## src/rtl/crossyroad_pkg.sv

```systemverilog
// crossyroad_pkg
// Shared definitions for the crossyroad game-flow sequencer: the game_state
// encoding, the lane-pattern LFSR seed and taps, the speed ceiling, and small
// helpers for the LFSR step and the speed mapping.
package crossyroad_pkg;

    typedef enum logic [1:0] {
        ST_IDLE   = 2'd0,
        ST_PLAY   = 2'd1,
        ST_SCROLL = 2'd2,
        ST_DEAD   = 2'd3
    } game_state_t;

    localparam logic [7:0] LFSR_SEED = 8'hA5;
    // Feedback taps on bits 7,5,4,3 (x^8+x^6+x^5+x^4+1).
    localparam logic [7:0] LFSR_TAPS = 8'hB8;
    localparam logic [1:0] SPEED_MAX = 2'd3;

    // Fibonacci shift-left step. A nonzero state never maps to zero.
    function automatic logic [7:0] lfsr_next(input logic [7:0] cur);
        return {cur[6:0], ^(cur & LFSR_TAPS)};
    endfunction

    // Speed level is score/8, capped at SPEED_MAX.
    function automatic logic [1:0] speed_of(input logic [7:0] sc);
        if ((sc >> 3) >= 8'(SPEED_MAX))
            return SPEED_MAX;
        else
            return sc[4:3];
    endfunction

endpackage

```

## src/rtl/crossyroad_game_ctrl_btn_debounce.sv

```systemverilog
// btn_debounce
// Conditions a raw asynchronous push button: 2-FF synchronizer, then a
// stability counter, then a rising-edge detector on the debounced level.
//   clk       in  system clock
//   rst_man   in  asynchronous active-high reset
//   raw_in    in  raw button, active-high
//   level_out out debounced button level
//   press_out out one-clk pulse on each debounced rising edge
// Raw edge to press_out: 2 sync clocks + DB_CYCLES + 1.
module btn_debounce #(
    parameter logic [15:0] DB_CYCLES = 16'd50000
) (
    input  logic clk,
    input  logic rst_man,
    input  logic raw_in,
    output logic level_out,
    output logic press_out
);

    logic        sync_1;
    logic        sync_2;
    logic        level_d;
    logic [15:0] stable_cnt;

    always_ff @(posedge clk or posedge rst_man) begin
        if (rst_man) begin
            sync_1 <= 1'b0;
            sync_2 <= 1'b0;
        end else begin
            sync_1 <= raw_in;
            sync_2 <= sync_1;
        end
    end

    // The counter tracks how many consecutive clocks the synchronized input
    // has disagreed with the debounced level; any agreement restarts it.
    always_ff @(posedge clk or posedge rst_man) begin
        if (rst_man) begin
            level_out  <= 1'b0;
            stable_cnt <= 16'd0;
        end else if (sync_2 != level_out) begin
            if (stable_cnt == DB_CYCLES - 16'd1) begin
                level_out  <= sync_2;
                stable_cnt <= 16'd0;
            end else begin
                stable_cnt <= stable_cnt + 16'd1;
            end
        end else begin
            stable_cnt <= 16'd0;
        end
    end

    always_ff @(posedge clk or posedge rst_man) begin
        if (rst_man) begin
            level_d   <= 1'b0;
            press_out <= 1'b0;
        end else begin
            level_d   <= level_out;
            press_out <= level_out & ~level_d;
        end
    end

endmodule

```

## src/rtl/crossyroad_game_ctrl.sv

```systemverilog
// crossyroad_game_ctrl
// Game-flow sequencer: debounces the move button, runs the
// IDLE/PLAY/SCROLL/DEAD state machine and animates a lane scroll one step
// per video frame. All outputs are registered.
//   clk           in  system/pixel clock
//   rst_man       in  asynchronous active-high reset
//   move_btn      in  raw move button, active-high
//   frame_tick    in  one-clk pulse per frame
//   collision     in  overlap flag, meaningful when frame_tick is high
//   game_state    out 0=IDLE 1=PLAY 2=SCROLL 3=DEAD
//   scroll_offset out vertical scroll in pixels
//   lane_shift    out one-clk pulse when a lane scroll completes
//   score         out lanes crossed, saturating at 255
//   speed         out min(3, score>>3), one clock behind score
//   lane_seed     out LFSR value for the next lane pattern
module crossyroad_game_ctrl
    import crossyroad_pkg::*;
#(
    parameter logic [15:0] DB_CYCLES   = 16'd50000,
    parameter int          LANE_PX     = 32,
    parameter int          STEP_PX     = 4,
    parameter int          DEAD_FRAMES = 120
) (
    input  logic       clk,
    input  logic       rst_man,
    input  logic       move_btn,
    input  logic       frame_tick,
    input  logic       collision,
    output logic [1:0] game_state,
    output logic [4:0] scroll_offset,
    output logic       lane_shift,
    output logic [7:0] score,
    output logic [1:0] speed,
    output logic [7:0] lane_seed
);

    localparam logic [4:0] OFF_LAST  = 5'(LANE_PX - STEP_PX);
    localparam logic [4:0] OFF_STEP  = 5'(STEP_PX);
    localparam logic [7:0] DEAD_LAST = 8'(DEAD_FRAMES - 1);

    logic btn_level;
    logic btn_press;
    logic press;

    btn_debounce #(
        .DB_CYCLES (DB_CYCLES)
    ) u_btn_debounce (
        .clk       (clk),
        .rst_man   (rst_man),
        .raw_in    (move_btn),
        .level_out (btn_level),
        .press_out (btn_press)
    );

    // press_out only fires while the debounced level is high; qualifying on
    // the level keeps the FSM from acting on a press the debouncer has
    // already withdrawn.
    assign press = btn_press & btn_level;

    game_state_t state_q, state_n;
    logic [4:0]  offset_q, offset_n;
    logic        shift_q, shift_n;
    logic [7:0]  score_q, score_n;
    logic [7:0]  seed_q, seed_n;
    logic [7:0]  dead_cnt_q, dead_cnt_n;
    logic [1:0]  speed_q;

    always_ff @(posedge clk or posedge rst_man) begin
        if (rst_man) begin
            state_q    <= ST_IDLE;
            offset_q   <= 5'd0;
            shift_q    <= 1'b0;
            score_q    <= 8'd0;
            seed_q     <= LFSR_SEED;
            dead_cnt_q <= 8'd0;
            speed_q    <= 2'd0;
        end else begin
            state_q    <= state_n;
            offset_q   <= offset_n;
            shift_q    <= shift_n;
            score_q    <= score_n;
            seed_q     <= seed_n;
            dead_cnt_q <= dead_cnt_n;
            speed_q    <= speed_of(score_q);
        end
    end

    always_comb begin
        state_n    = state_q;
        offset_n   = offset_q;
        shift_n    = 1'b0;
        score_n    = score_q;
        seed_n     = seed_q;
        dead_cnt_n = dead_cnt_q;

        unique case (state_q)
            ST_IDLE: begin
                if (press) begin
                    state_n  = ST_PLAY;
                    score_n  = 8'd0;
                    offset_n = 5'd0;
                end
            end

            ST_PLAY: begin
                // A fatal frame outranks a move requested in the same clock.
                if (frame_tick && collision) begin
                    state_n    = ST_DEAD;
                    dead_cnt_n = 8'd0;
                end else if (press) begin
                    state_n  = ST_SCROLL;
                    offset_n = 5'd0;
                end
            end

            ST_SCROLL: begin
                if (frame_tick) begin
                    if (collision) begin
                        state_n    = ST_DEAD;
                        dead_cnt_n = 8'd0;
                    end else if (offset_q == OFF_LAST) begin
                        state_n  = ST_PLAY;
                        offset_n = 5'd0;
                        shift_n  = 1'b1;
                        score_n  = (score_q == 8'hFF) ? score_q : score_q + 8'd1;
                        seed_n   = lfsr_next(seed_q);
                    end else begin
                        offset_n = offset_q + OFF_STEP;
                    end
                end
            end

            ST_DEAD: begin
                if (frame_tick) begin
                    if (dead_cnt_q == DEAD_LAST)
                        state_n = ST_IDLE;
                    else
                        dead_cnt_n = dead_cnt_q + 8'd1;
                end
            end

            default: state_n = ST_IDLE;
        endcase
    end

    assign game_state    = state_q;
    assign scroll_offset = offset_q;
    assign lane_shift    = shift_q;
    assign score         = score_q;
    assign speed         = speed_q;
    assign lane_seed     = seed_q;

endmodule

```

## config.mk

```make
export PLATFORM = sky130hd
export DESIGN_NAME = crossyroad_game_ctrl
export DESIGN_NICKNAME = d
export VERILOG_FILES = /design/src/rtl/crossyroad_pkg.sv /design/src/rtl/crossyroad_game_ctrl_btn_debounce.sv /design/src/rtl/crossyroad_game_ctrl.sv
export SDC_FILE = /design/constraint.sdc
export NUM_CORES = 1
export LEC_CHECK = 0
export BUFFER_PORTS_ARGS = -buffer_cell sky130_fd_sc_hd__buf_2
export CAP_MARGIN = 20
export CELL_PAD_IN_SITES_DETAIL_PLACEMENT = 1
export CELL_PAD_IN_SITES_GLOBAL_PLACEMENT = 1
export CORE_MARGIN = 2
export CORE_UTILIZATION = 25
export DETAILED_ROUTE_END_ITERATION = 12
export PLACE_DENSITY_LB_ADDON = 0.1
export SLEW_MARGIN = 20
export SYNTH_ARGS = -nofsm -noshare
export SYNTH_HDL_FRONTEND = slang
export SYNTH_SLANG_ARGS = --single-unit
```

## constraint.sdc

```tcl
create_clock -name clk -period 1.95 [get_ports clk]
set_input_delay 0.195 -clock clk [delete_from_list [all_inputs] [get_ports clk]]
set_output_delay 0.195 -clock clk [all_outputs]
set_load 0.01 [all_outputs]
```

==> summary.txt <==
Crit share post-route = 90.3%
Setup_tns = 0 ns
Largest net degree at the start of global routing = 37
First-pass DRT Iterations = 4
GPL Wtd Cong = 0.727
Run status = complete, no violations
Most frequent cells in the layout = 49 x dfrtp_1, 28 x buf_2, 22 x nor2_1, 15 x nand2_1, 14 x xnor2_1
Crit path buffers/inverters = 1
Routed wl met3 = 163 um
Share of post-route cells with drive strength above 1 = 26.0%
P&R area growth vs syn = 18.3%
Final hold vios = 0
Post-synth EDFFs = 0
Worst setup path category = flop to flop
# diodes = 0
Setup-failing EPs final = 0
Max-cap viol count = 0
CP startpoint kind = flop
Crit-path most repeated cell = ha_1
Synth top area cells = dfrtp_1 46%, xnor2_1 4.6%, mux2_2 4.2%
Tot GR Track Use = 12.2%
Final std cells w/o fill = 428
Hold Crit Class = primary input to flop
Commonest non-fill, non-tap cell in the layout = dfrtp_1
DRC = 0
Average routed wire per standard cell = 15.1 um
DP Wirelength = 4.68 mm
WP data required = 2.15 ns
Yosys cell types = 55
Vias in the first global route = 2194
First-pass GRT wire length = 11.2 mm
Pin slew with the least headroom to its limit = 0.463 ns
H-tree levels = 2
Crit path DAT = 1.96 ns
Leak pwr = 1.43 nW
Postcts setup bufs = 0
Vias per std cell = 4.87
Max-slew violation count = 0
Final wirelength = 6.48 mm
Met1 WL = 3.19 mm
Worst-path fanout max = 10
Seq cells post-synth = 53
Cells after synthesis = 249
Max clock buf depth = 2
Power density over the cells = 762 mW/mm2
CP peak stage delay = 0.41 ns
Die Span Y = 108 um
Highest-delay cell along the critical path = dfrtp_1
Initial antenna violation count = 0
Synth Cell Area = 0.00269 mm2
Total Nets Final = 302
Fraction of registers with async set/reset = 100%
Worst-path cell chain = ha_1 > ha_1 > nand2b_2 > nor2_4 > buf_4 > mux2_2
Die ar. = 0.0116 mm2
Max IR drop VDD = 273 uV
TritonCTS clock tree = done
GR Overflow Total = 0
Row cnt = 37
Worst slew margin = 68.4%
Min Tclk post-route = 1.76 ns
Vias = 2083
Post-Syn Area per Cell = 10.8 um2
Hold slack = 0.232 ns
Highest routing layer actually used = met4
Port bufs = 28
Die Wd = 108 um
Unrepaired setup endpoints after global routing = false
Post-synth top flop = dfrtp_1
Post-DRT Antenna Nets = 0
# IOs = 31
Number of clock sinks = 53
CORE AREA = 0.0104 mm2
CTS Buf Count = 5
Maximum clock rate = 568 MHz
DRT iter0 DRCs = 52
Synth warnings = 0
Clk root buf = clkbuf_8
Placed insts = 418
CP delay by family, top = flip-flops
Initial Util = 25.9%
Worst-skew pair later-pin latency = 0.31 ns
Clock Skew = 0.00866 ns
Top cell type's share of synthesized area = 45.7%
Critical Path End Type = flop
Register area share after synthesis = 49.6%
CTS clk-pin slew, worst paths = 0.09 ns
Met2 wire len = 3.06 mm
Yosys top cell by area = dfrtp_1
## worst reg2reg max path, cell delays in order, from the launching register on
cell and delay, ns:
dfrtp_1 0.41, ha_1 0.17, ha_1 0.21, nand2b_2 0.15
nor2_4 0.17, buf_4 0.20, mux2_2 0.35
## Yosys cell counts, types with 4 or more instances
cell	n
nand2_1	15
a21oi_1	8
nor4_1	7
nor2_1	23
dfstp_2	4
nand3_1	7
inv_1	7
xnor2_1	14
o21ai_0	7
and2_1	4
dfrtp_1	49
mux2_2	10
xor2_1	4
nand4_1	9
and3_1	10
ha_1	6
## stage by stage
stage / cell area [um2] / setup slack, ns / utilization [%] / power (mW)
3_3_place_gp: 3050 / 0.139 / 29.4 / 1.78
6_report: 3180 / 0.189 / 30.6 / 2.42
4_1_cts: 3160 / 0.00135 / 30.5 / 2.47
5_1_grt: 3180 / 0.0366 / 30.6 / 2.59
3_5_place_dp: 3050 / 0.0435 / 29.4 / 1.79
2_1_floorplan: 2690 / 0.261 / - / 1.61
## cell families after synthesis
family / synth area share [%]
other: 0.140
multiplexers: 4.94
AO/OA/AOI/OAI: 12.3
adder cells (fa/ha/maj): 2.80
XOR/XNOR: 5.87
flip-flops: 49.6
AND/OR/NAND/NOR: 21.4
buffers and inverters: 2.94
## registers in the layout, indices dropped and copies added (netlist names)
| register | flops |
|---|---|
| u_btn_debounce.stable_cnt | 16 |
| dead_cnt_q | 8 |
| lane_seed | 8 |
| score | 8 |
| scroll_offset | 3 |
| game_state | 2 |
| speed | 2 |
| lane_shift | 1 |
| u_btn_debounce.level_d | 1 |
| u_btn_debounce.level_out | 1 |
| u_btn_debounce.press_out | 1 |
| u_btn_debounce.sync_1 | 1 |
| u_btn_debounce.sync_2 | 1 |
## what timing repair did
action,in CTS,in global routing
resized for setup,0,4
endpoints found under the setup margin,0,7
endpoints found under the hold margin,15,0
hold buffers,2,0
## path summary, 6_finish.rpt
path / from / end / slack, ns / depth (start not counted)
worst min-delay path: frame_tick / game_state[1] / 0.23 / 2
worst max register to register: scroll_offset[3] / lane_seed[1] / 0.19 / 6
worst max-delay path: scroll_offset[3] / lane_seed[1] / 0.19 / 6
max in group asynchronous: rst_man / lane_seed[2] / 0.95 / 4
min in group asynchronous: rst_man / lane_shift / 0.41 / 3
worst min register to register: u_btn_debounce.sync_1 / u_btn_debounce.sync_2 / 0.35 / 0
## power breakdown
group          leakage (nW)  internal (mW)  switching, mW
registers             0.693           1.20          0.107
clock network        0.0455          0.291          0.371
logic                 0.686          0.216          0.236
total                  1.43           1.71          0.714
## routing by layer
| metal | global-route usage [%] | up-vias |
|---|---|---|
| met5 | 0 | - |
| met4 | 3.02 | 0 |
| met3 | 2.54 | 8 |
| met2 | 19.9 | 22 |
| met1 | 16.5 | 1060 |
| li1 | - | 993 |
## final cells by class
| type | instances | area [um2] |
|---|---|---|
| inverters | 7 | 26.3 |
| well taps | 136 | 170 |
| multi-input cells | 182 | 1300 |
| flip-flops and latches | 53 | 1330 |
| clock buffers | 8 | 90.1 |
| fillers | 1207 | 7190 |
| repair buffers | 42 | 263 |
Power figures use the tool's default switching activity.
